[src/rtl/dff_pipe_pkg.sv]
// Shared helpers for the dff_pipe elastic pipeline register.
package dff_pipe_pkg;

  // Bits needed to hold values 0..value-1; used to size the occupancy counter.
  function automatic int clog2(input int value);
    int result;
    int remain;
    result = 0;
    remain = value - 1;
    while (remain > 0) begin
      result = result + 1;
      remain = remain >> 1;
    end
    return result;
  endfunction

endpackage

[src/rtl/dff_pipe_stage.sv]
// One pipeline slot: a valid flag plus a payload register, both clock-enabled.
// The payload only captures on a valid arrival so it keeps its last value across bubbles.
module dff_pipe_stage #(
  parameter int WIDTH = 32,
  parameter logic [WIDTH-1:0] RST_VAL = '0
) (
  input  logic             clk,
  input  logic             rstn,
  input  logic             clear,
  input  logic             load,
  input  logic             in_valid,
  input  logic [WIDTH-1:0] in_data,
  output logic             valid,
  output logic [WIDTH-1:0] data
);

  // Valid flag: cleared by reset or flush, otherwise follows upstream whenever the slot loads.
  always_ff @(posedge clk or negedge rstn) begin
    if (!rstn) begin
      valid <= 1'b0;
    end else if (clear) begin
      valid <= 1'b0;
    end else if (load) begin
      valid <= in_valid;
    end
  end

  // Payload: returns to RST_VAL on reset/flush and only captures real entries.
  always_ff @(posedge clk or negedge rstn) begin
    if (!rstn) begin
      data <= RST_VAL;
    end else if (clear) begin
      data <= RST_VAL;
    end else if (load && in_valid) begin
      data <= in_data;
    end
  end

endmodule

[src/rtl/dff_pipe.sv]
// Elastic valid/ready pipeline of DEPTH register slots with bubble collapsing,
// a synchronous flush that kills every entry, and a registered occupancy count.
module dff_pipe
  import dff_pipe_pkg::*;
#(
  parameter int WIDTH = 32,
  parameter int DEPTH = 2,
  parameter logic [WIDTH-1:0] RST_VAL = {WIDTH{1'b0}}
) (
  input  logic                          clk,
  input  logic                          rstn,
  input  logic                          flush,
  input  logic                          in_valid,
  output logic                          in_ready,
  input  logic [WIDTH-1:0]              in_data,
  output logic                          out_valid,
  input  logic                          out_ready,
  output logic [WIDTH-1:0]              out_data,
  output logic [clog2(DEPTH+1)-1:0]     count
);

  localparam int CW = clog2(DEPTH + 1);

  logic [DEPTH-1:0] v;
  logic [DEPTH-1:0] rdy;
  logic [WIDTH-1:0] d [DEPTH];
  logic             push;
  logic             pop;

  // Ready ripples from the output back to the input: a slot can load if it is
  // empty or everything downstream of it is about to move.
  always_comb begin
    rdy = '0;
    rdy[DEPTH-1] = !v[DEPTH-1] | out_ready;
    for (int k = DEPTH - 2; k >= 0; k--) begin
      rdy[k] = !v[k] | rdy[k+1];
    end
  end

  generate
    for (genvar k = 0; k < DEPTH; k++) begin : g_stage
      logic             up_valid;
      logic [WIDTH-1:0] up_data;

      if (k == 0) begin : g_head
        assign up_valid = in_valid;
        assign up_data  = in_data;
      end else begin : g_body
        assign up_valid = v[k-1];
        assign up_data  = d[k-1];
      end

      dff_pipe_stage #(
        .WIDTH   (WIDTH),
        .RST_VAL (RST_VAL)
      ) u_stage (
        .clk      (clk),
        .rstn     (rstn),
        .clear    (flush),
        .load     (rdy[k]),
        .in_valid (up_valid),
        .in_data  (up_data),
        .valid    (v[k]),
        .data     (d[k])
      );
    end
  endgenerate

  assign in_ready  = rdy[0] & !flush;
  assign out_valid = v[DEPTH-1] & !flush;
  assign out_data  = d[DEPTH-1];

  assign push = in_valid & in_ready;
  assign pop  = out_valid & out_ready;

  // Occupancy tracks push/pop so it always matches the number of valid slots.
  always_ff @(posedge clk or negedge rstn) begin
    if (!rstn) begin
      count <= '0;
    end else if (flush) begin
      count <= '0;
    end else if (push && !pop) begin
      count <= count + CW'(1);
    end else if (pop && !push) begin
      count <= count - CW'(1);
    end
  end

endmodule

[config.mk]
export PLATFORM = sky130hd
export DESIGN_NAME = dff_pipe
export DESIGN_NICKNAME = d
export VERILOG_FILES = /design/src/rtl/dff_pipe_pkg.sv /design/src/rtl/dff_pipe_stage.sv /design/src/rtl/dff_pipe.sv
export SDC_FILE = /design/constraint.sdc
export NUM_CORES = 1
export LEC_CHECK = 0
export BUFFER_PORTS_ARGS = -buffer_cell sky130_fd_sc_hd__buf_2
export CAP_MARGIN = 20
export CORE_MARGIN = 2
export CORE_UTILIZATION = 50
export DETAILED_ROUTE_END_ITERATION = 10
export PLACE_DENSITY = 0.76
export SLEW_MARGIN = 5
export SYNTH_ARGS = -nofsm -noshare
export SYNTH_HDL_FRONTEND = slang
export SYNTH_HIERARCHICAL = 1
export SYNTH_SLANG_ARGS = --single-unit
[constraint.sdc]
create_clock -name clk -period 3.63 [get_ports clk]
set_input_delay 0.726 -clock clk [delete_from_list [all_inputs] [get_ports clk]]
set_output_delay 0.726 -clock clk [all_outputs]
set_load 0.02 [all_outputs]
Yosys cells after proc, flatten, opt, wreduce, memory -nomap -nowiden
Cells that the tools add are included.

$add $sub $neg: 2. $mul: 0. Div/mod/pow operators: 0. Order comparisons: 0. Equality and inequality tests: 0. Shift operators: 0. Mux-type cells: 11. Bitwise gates (word level): 6. Reductions and logical operators: 14.

Operator list (number): two-way mux 32 bit (4); nonzero test 2 bit (4); two-way mux 2 bit (3); zero test 1 bit (5); bitwise AND 1 bit (4); logical AND 1 bit (4); two-way mux 1 bit (4); nonzero test 3 bit (1); adder 2 x 1 -> 2 bit, second input constant (1); OR 1 bit (2); subtractor 2 x 1 -> 2 bit, second input constant (1).

Bits in registers: 68. Latch bits: 0. Bits in writable memories: 0. Bits in read-only memories: 0. Input bits: 37. Output and inout port bits: 36. Logic and storage cells: 38. Memories: 0.

Depth between registers and ports, before layout
Gate-level depths: netlist (run 1).

Word-level depth: 10. Gate-level depth with buffers: 5. Gate-level depth less buffers: 4.

By module
Netlist (run 1), hierarchy kept.

By module, submodules not included: dff_pipe_stage (instances 2, cells each 149, area each 1676.6 um^2, sequential area each 825.8 um^2); dff_pipe (instances 1, cells each 18, area each 185.2 um^2, sequential area each 50.0 um^2).

Worst setup path before layout (run 1)
OpenSTA, ideal clock, no wires.

Path type: input port to output port. Start: input out_ready. End: output in_ready. Data arrival time: 1.205 ns. Data required time: 2.904 ns. Path slack: 1.699 ns. Stages: 2. Path buffers: 0. Path through: nand3b_1 -> nor2b_1.

Longest elaborated chain between the ends: 3.

RTL lines: start: declaration (RTL line dff_pipe.sv:17) `input logic out_ready,`; OR 1 bit (RTL line dff_pipe.sv:34) `rdy[DEPTH-1] = !v[DEPTH-1] | out_ready;`; OR 1 bit (RTL line dff_pipe.sv:36) `rdy[k] = !v[k] | rdy[k+1];`; bitwise AND 1 bit (RTL line dff_pipe.sv:69) `assign in_ready = rdy[0] & !flush;`; end: declaration (RTL line dff_pipe.sv:14) `output logic in_ready,`.

No other way between the ends.

Worst setup path in the final report (run 1)
Start: input out_ready. End: output in_ready.

Longest elaborated chain between the ends: 3.

RTL lines: OR 1 bit (RTL line dff_pipe.sv:34); OR 1 bit (RTL line dff_pipe.sv:36); named net rdy[0] (RTL line dff_pipe.sv:25) `logic [DEPTH-1:0] rdy;`; bitwise AND 1 bit (RTL line dff_pipe.sv:69).

The timed path passes the listed nets, and every way through them passes these cells.

==> results of run 1 <==
[state kept, by name, summed over array words and instances, names as in the netlist]
signal / cells
g_stage.u_stage/data: 64
count: 2
g_stage.u_stage/valid: 2
[report_power, final]
group          switching, mW  internal [mW]  total (mW)
clock                  0.271          0.455       0.726
combinational          0.113         0.0754       0.189
sequential            0.0208          0.789       0.810
[final cells by class]
type | count | share of cell area
Clock buffer | 11 | 0.03259
Clock inverter | 5 | 0.02483
Multi-Input combinational cell | 212 | 0.3904
Sequential cell | 68 | 0.4224
Tap cell | 96 | 0.02980
Timing Repair Buffer | 77 | 0.09994
[Yosys cell counts]
cell | count | area (µm²)
or3b_1 | 1 | 8.760
dfrtp_1 | 68 | 1702
nand3b_1 | 1 | 7.510
buf_2 | 14 | 70.07
a211o_1 | 1 | 8.760
a21bo_2 | 10 | 100.1
a21bo_1 | 54 | 540.5
nand3_1 | 64 | 320.3
and2b_4 | 1 | 10.01
nor2_1 | 2 | 7.510
buf_6 | 10 | 112.6
a21o_1 | 1 | 7.510
buf_4 | 10 | 75.07
a221oi_2 | 1 | 15.01
nand2b_1 | 1 | 6.260
nor3b_1 | 1 | 7.510
o21ai_0 | 1 | 5.000
mux2i_1 | 2 | 20.02
nor3_1 | 1 | 5.000
a21oi_2 | 34 | 297.8
a21oi_1 | 30 | 150.1
nor4b_2 | 1 | 15.01
and2b_2 | 1 | 8.760
nor2b_1 | 2 | 12.51
a32oi_1 | 1 | 8.760
or2b_2 | 1 | 8.760
clkbuf_1 | 2 | 7.510
[cell usage in the layout (no fill, tap or decap), types with 2 or more instances in the layout]
master	Yosys	final
buf_2	14	70
dfrtp_1	68	67
nand3_1	64	64
a21bo_1	54	54
a21oi_2	34	34
a21oi_1	30	30
a21bo_2	10	10
clkbuf_8	0	9
buf_4	10	7
bufinv_16	0	3
nor2b_1	2	2
clkinv_2	0	2
clkbuf_1	2	2
mux2i_1	2	2
nor2_1	2	2
[routing by layer]
metal | global-route usage | vias to the layer above
met5 | 0 | -
met4 | 0.08678 | 0
met3 | 0.03205 | 11
met2 | 0.3017 | 54
met1 | 0.2760 | 1263
li1 | - | 1240
[cells by family after synthesis]
logic type      Yosys count  share of synthesized area
compound gates          133                     0.3204
mux                       2                   0.005658
flops                    68                     0.4809
buf+inv                  36                    0.07497
simple gates             77                     0.1181
[worst reg2reg max path: stages, from the launching register on]
cell      delay [ps]
dfrtp_1          450
nand2b_2         630
buf_4            420
a21bo_2          170
a21oi_1           60
[worst max-delay path by stage]
stage / endpoint / cells after the start
floorplan: in_ready / 2
global placement: g_stage[1].u_stage/data[26] / 5
detailed placement: g_stage[1].u_stage/data[26] / 5
CTS: in_ready / 3
global route: in_ready / 3
finish: in_ready / 4
==> summary.md, run 1 <==
| Metric | Value |
|---|---|
| Status | finished, final reports clean |
| Final ANT Viol Nets | 0 |
| Crit path launch type | input pin |
| Root buffer cell | clkbuf_8 |
| Hold/Removal Path Class | input pin to asynchronous set/reset pin |
| Pre-antenna DRT Iters | 5 |
| Post-Route Setup TNS | 0 ps |
| Die Y | 88.13 µm |
| Fin cells | 469 |
| Final Cell Area | 4031 µm² |
| Post-route DRC | 0 |
| Vias in the first global route | 2524 |
| Clock skew | 5.226 ps |
| FF+latch area | 1703 µm² |
| Arr. time, crit path | 1310 ps |
| Post-synthesis cell area | 3538 µm² |
| Yosys warning count | 6 |
| Dpl ws | 1319 ps |
| Power consumption | 1.725 mW |
| Routed WL per cell | 15.14 µm |
| Max-slew headroom | 0.3902 |
| Slew @ Worst Pin | 914.8 ps |
| DP Cell Count | 453 |
| Fin Hold WS | 493.8 ps |
| CP max stage cell | nand3b_1 |
| Clk pin slew, worst setup/hold paths | 70 ps |
| Crit path from | out_ready |
| Post-CTS setup buffers | 0 |
| Post-CTS resize count | 0 |
| Hold Vio Cnt, Final | 0 |
| Max incr delay on CP | 160 ps |
| Clk Latency, worst-skew pair | 330 ps |
| Power Density | 427.8 nW/µm² |
| Placer Congestion | 0.7349 |
| FF-to-FF setup slack | 1730 ps |
| Area growth syn-to-layout | 13.93% |
| Final worst slack | 1590 ps |
| Reg2reg path depth | 4 |
| DR WL met2 | 3247 µm |
| Nets | 405 |
| CP Capture Type | output pin |
| CP top delay family | simple AND/OR/NAND/NOR gates |
| Worst Path Required | 2900 ps |
| First-pass GRT wire length | 12000 µm |
| RSZ-0062 raised after global routing | no |
| Post-synth net total | 353 |
| Layout Utilization | 0.5901 |
| Fmax | 490.2 MHz |
| FF+latch count, synth | 68 |
| H-tree depth | 3 |
| Cts bufs inserted | 9 |
| Crit share post-route | 0.5620 |
| Die ar. | 7766 µm² |
| Leakage | 1.861 nW |
| Crit Reg-Reg Endpoint | g_stage[1].u_stage/data[26] |
| Multi-input logic area | 1574 µm² |
| Initial antenna violation count | 0 |
| Count of final max-slew check failures | 0 |
| WL met3 | 243 µm |
| Reg-to-Reg Start | g_stage[1].u_stage/valid |
| CTS Hold Bufs | 0 |
| Port bufs | 72 |
| Deepest clock path buffer count | 2 |
| Largest net degree at the start of global routing | 69 |
| Max-cap violations | 0 |
| VDD IR max | 0.1597 mV |
| Setup violators final | 0 |
| Starting DRT DRC Count | 179 |
| Cell count after synthesis | 316 |
| Rows | 30 |
| Critical Path Fanout Max | 5 |
| WS Path Type | input pin to output pin |
| Initial core utilization | 0.5179 |
| Grt total ovfl | 0 |
| Core Area | 6832 µm² |
| Fillers | 597 |
| Routed vias/inst | 5.475 |
| Final wirelength | 7103 µm |
| Sequential share of the synthesized area | 0.4809 |
| Num Clock Sinks | 68 |
| Top Layer Used | met4 |
| Critical-path cell list | buf_2 -> nand3b_1 -> nor2b_1 -> buf_2 |
| Via count | 2568 |
| Critical path's most frequent cell | buf_2 |
| Unique masters post-synth | 27 |
| Share of layout cells above drive strength 1 | 0.3807 |
| Diode count | 0 |
| DP HPWL | 3979 µm |
| Buf/Inv on CP | 2 |
| Wl on met1 | 3498 µm |
| CTS tree | done |
| # IOs | 73 |
| All-layer global routing usage | 0.1964 |
| Tmin final | 2040 ps |
| Post-Syn Area per Cell | 11.20 µm² |
| Die X | 88.13 µm |
| Dpl cell area | 3800 µm² |
Note: power is estimated with default switching activity, not from simulation.
==> run 2: changes to the inputs <==
- clock period: 3.63 -> 2.1 ns (I/O delays scaled with it)
==> run 2 against run 1 <==
Compared with the run above: cell count grew 0.64%; power grew 69%; clock power grew 63%; via count grew 1.7%; utilization grew 0.49 points; sequential power grew 73%; worst hold slack lost 400 ps; first-iteration DRC count shrank 17%; clock skew grew 2.5 ps; critical path type is now flip-flop to output pin; critical endpoint unchanged.
==> summary.md, run 2 (same netlist as run 1, synthesis figures left out) <==
| Metric | Value |
|---|---|
| Routed vias/inst | 5.534 (+1.1%) |
| CTS Hold Bufs | 0 (unchanged) |
| Register share of total power | 0.480 (+0.011) |
| Max-cap violations | 0 (unchanged) |
| Critical Path Fanout Max | 7 (+2) |
| Hold/Removal Path Class | input pin to asynchronous set/reset pin |
| Root buffer cell | clkbuf_8 |
| Diode count | 0 (unchanged) |
| Gate power share | 0.117 (+0.008) |
| Clock skew | 7.762 ps (+2.535 ps) |
| Rows | 30 (unchanged) |
| Pre-antenna DRT Iters | 4 (-1) |
| Area growth syn-to-layout | 14.89% |
| Post-CTS setup buffers | 0 (unchanged) |
| Largest regs | g_stage.u_stage/data x64, count x2, g_stage.u_stage/valid x2 |
| CTS tree | done |
| Die Y | 88.13 µm (unchanged) |
| Status | finished, final reports clean |
| Grt total ovfl | 0 (unchanged) |
| Dpl ws | 469.3 ps (-849.5 ps) |
| Starting DRT DRC Count | 149 (-17%) |
| Crit path launch type | flip-flop |
| Num Clock Sinks | 68 (unchanged) |
| Initial antenna violation count | 0 (unchanged) |
| FF-to-FF setup slack | 510 ps (-1220 ps) |
| RSZ-0062 raised after global routing | no |
| VDD IR max | 0.3238 mV (+100%) |
| Count of final max-slew check failures | 0 (unchanged) |
| Worst Path Required | 1680 ps (-1220 ps) |
| H-tree depth | 3 (unchanged) |
| Most common cell after layout, fill and taps aside | buf_2 |
| Via count | 2612 (+1.7%) |
| Internal power | 2.200 mW (+67%) |
| Final worst slack | 388.6 ps (-1201 ps) |
| Nets | 408 (+0.74%) |
| Post-route DRC | 0 (unchanged) |
| Fmax | 584.3 MHz |
| Port bufs | 72 (unchanged) |
| Hold Vio Cnt, Final | 0 (unchanged) |
| Clk pin slew, worst setup/hold paths | 70 ps (about the same) |
| Power Density | 716.9 nW/µm² (+68%) |
| Die ar. | 7766 µm² (unchanged) |
| Max incr delay on CP | 460 ps (+300 ps) |
| # IOs | 73 (unchanged) |
| Most flops, register | g_stage.u_stage/data |
| Buf/Inv on CP | 1 (-1) |
| Switching Share | 0.2449 (+0.009655) |
| Clock network power share | 0.404 (-0.017) |
| Die X | 88.13 µm (unchanged) |
| Arr. time, crit path | 1290 ps (-20 ps) |
| CP Capture Type | output pin |
| WS Path Type | flip-flop to output pin |
| Routed WL per cell | 15.60 µm (+3.0%) |
| Post-Route Setup TNS | 0 ps (unchanged) |
| DP HPWL | 4181 µm (+5.1%) |
| Fin Hold WS | 96.93 ps (-396.9 ps) |
| Power consumption | 2.914 mW (+69%) |
| Final wirelength | 7364 µm (+3.7%) |
| Slew @ Worst Pin | 661.2 ps (-253.5 ps) |
| Deepest clock path buffer count | 2 (unchanged) |
| Critical-path cell list | nand3b_1 -> nor2b_1 -> buf_2 |
| Cts bufs inserted | 9 (unchanged) |
| All-layer global routing usage | 0.1986 (+0.002179) |
| Initial core utilization | 0.5179 (unchanged) |
| Largest net degree at the start of global routing | 67 (-2.9%) |
| Crit share post-route | 0.8150 |
| First-pass GRT wire length | 12080 µm (+0.68%) |
| Max-slew headroom | 0.5592 (+0.1690) |
| Largest register FFs | 64 (unchanged) |
| Vias in the first global route | 2422 (-4.0%) |
| DP Cell Count | 456 (+0.66%) |
| Core Area | 6832 µm² (unchanged) |
| Most frequent cells in the layout | buf_2, dfrtp_1, nand3_1, a21bo_1, a21oi_2 |
| Critical path depth | 3 (-1) |
| Setup violators final | 0 (unchanged) |
| Share of layout cells above drive strength 1 | 0.3856 (+0.004941) |
| Leakage | 1.876 nW (+0.76%) |
| Tmin final | 1711 ps |
| Reg2reg path depth | 4 (unchanged) |
| Clk Latency, worst-skew pair | 330 ps (about the same) |
| Post-CTS resize count | 0 (unchanged) |
| Final ANT Viol Nets | 0 (unchanged) |
| P_sw | 713.8 µW (+76%) |
| CP top delay family | flip-flops |
| Placer Congestion | 0.7176 (-2.4%) |
| CP max stage cell | dfrtp_1 |
| Fin cells | 472 (+0.64%) |
[run 2: cell count changes in the layout (fill, tap and decap cells not counted)]
| cell | previous run | this run |
|---|---|---|
| clkbuf_8 | 9 | 10 |
| clkinv_2 | 2 | 1 |
| buf_12 | 0 | 2 |
| bufinv_16 | 3 | 2 |
| buf_4 | 7 | 8 |
| clkinvlp_4 | 0 | 1 |
[run 2: power by group through the flow]
stage / Combinational [mW] / Clock, mW / Sequential (mW)
6_report: 0.341 / 1.18 / 1.40
5_1_grt: 0.374 / 1.27 / 1.40
4_1_cts: 0.345 / 1.21 / 1.40
3_5_place_dp: 0.343 / 0 / 1.42
3_3_place_gp: 0.335 / 0 / 1.42
2_1_floorplan: 0.214 / 0 / 1.44
[run 2: worst paths after layout]
path / from / end
setup / recovery: g_stage[1].u_stage/valid / in_ready
hold / removal: rstn / g_stage[0].u_stage/data[22]
setup reg to reg: g_stage[0].u_stage/valid / count[1]
hold reg to reg: g_stage[0].u_stage/data[2] / g_stage[1].u_stage/data[2]
max in group asynchronous: rstn / g_stage[0].u_stage/data[1]
min in group clk: in_data[4] / g_stage[0].u_stage/data[4]
[run 2: routing by layer]
layer | GRT usage | wire length [µm] | vias up
met4 | 0.06749 | 89 | 0
met1 | 0.3042 | 3605 | 1295
li1 | - | - | 1245
met5 | 0 | 0 | -
met2 | 0.2831 | 3334 | 64
met3 | 0.03770 | 333 | 8
[run 2: through the flow]
stage	util	cell area [µm²]
6_report	0.5951	4065
5_1_grt	0.5951	4065
4_1_cts	0.5951	4065
3_5_place_dp	0.5632	3847
3_3_place_gp	0.5632	3847
2_1_floorplan	-	3538
[run 2: cell type report]
type,count,area [µm²]
clock buffers,12,145.1
clock inverters,4,72.57
fillers,608,2766
multi-input cells,212,1574
flip-flops and latches,68,1703
well taps,96,120.1
repair buffers,80,450.4
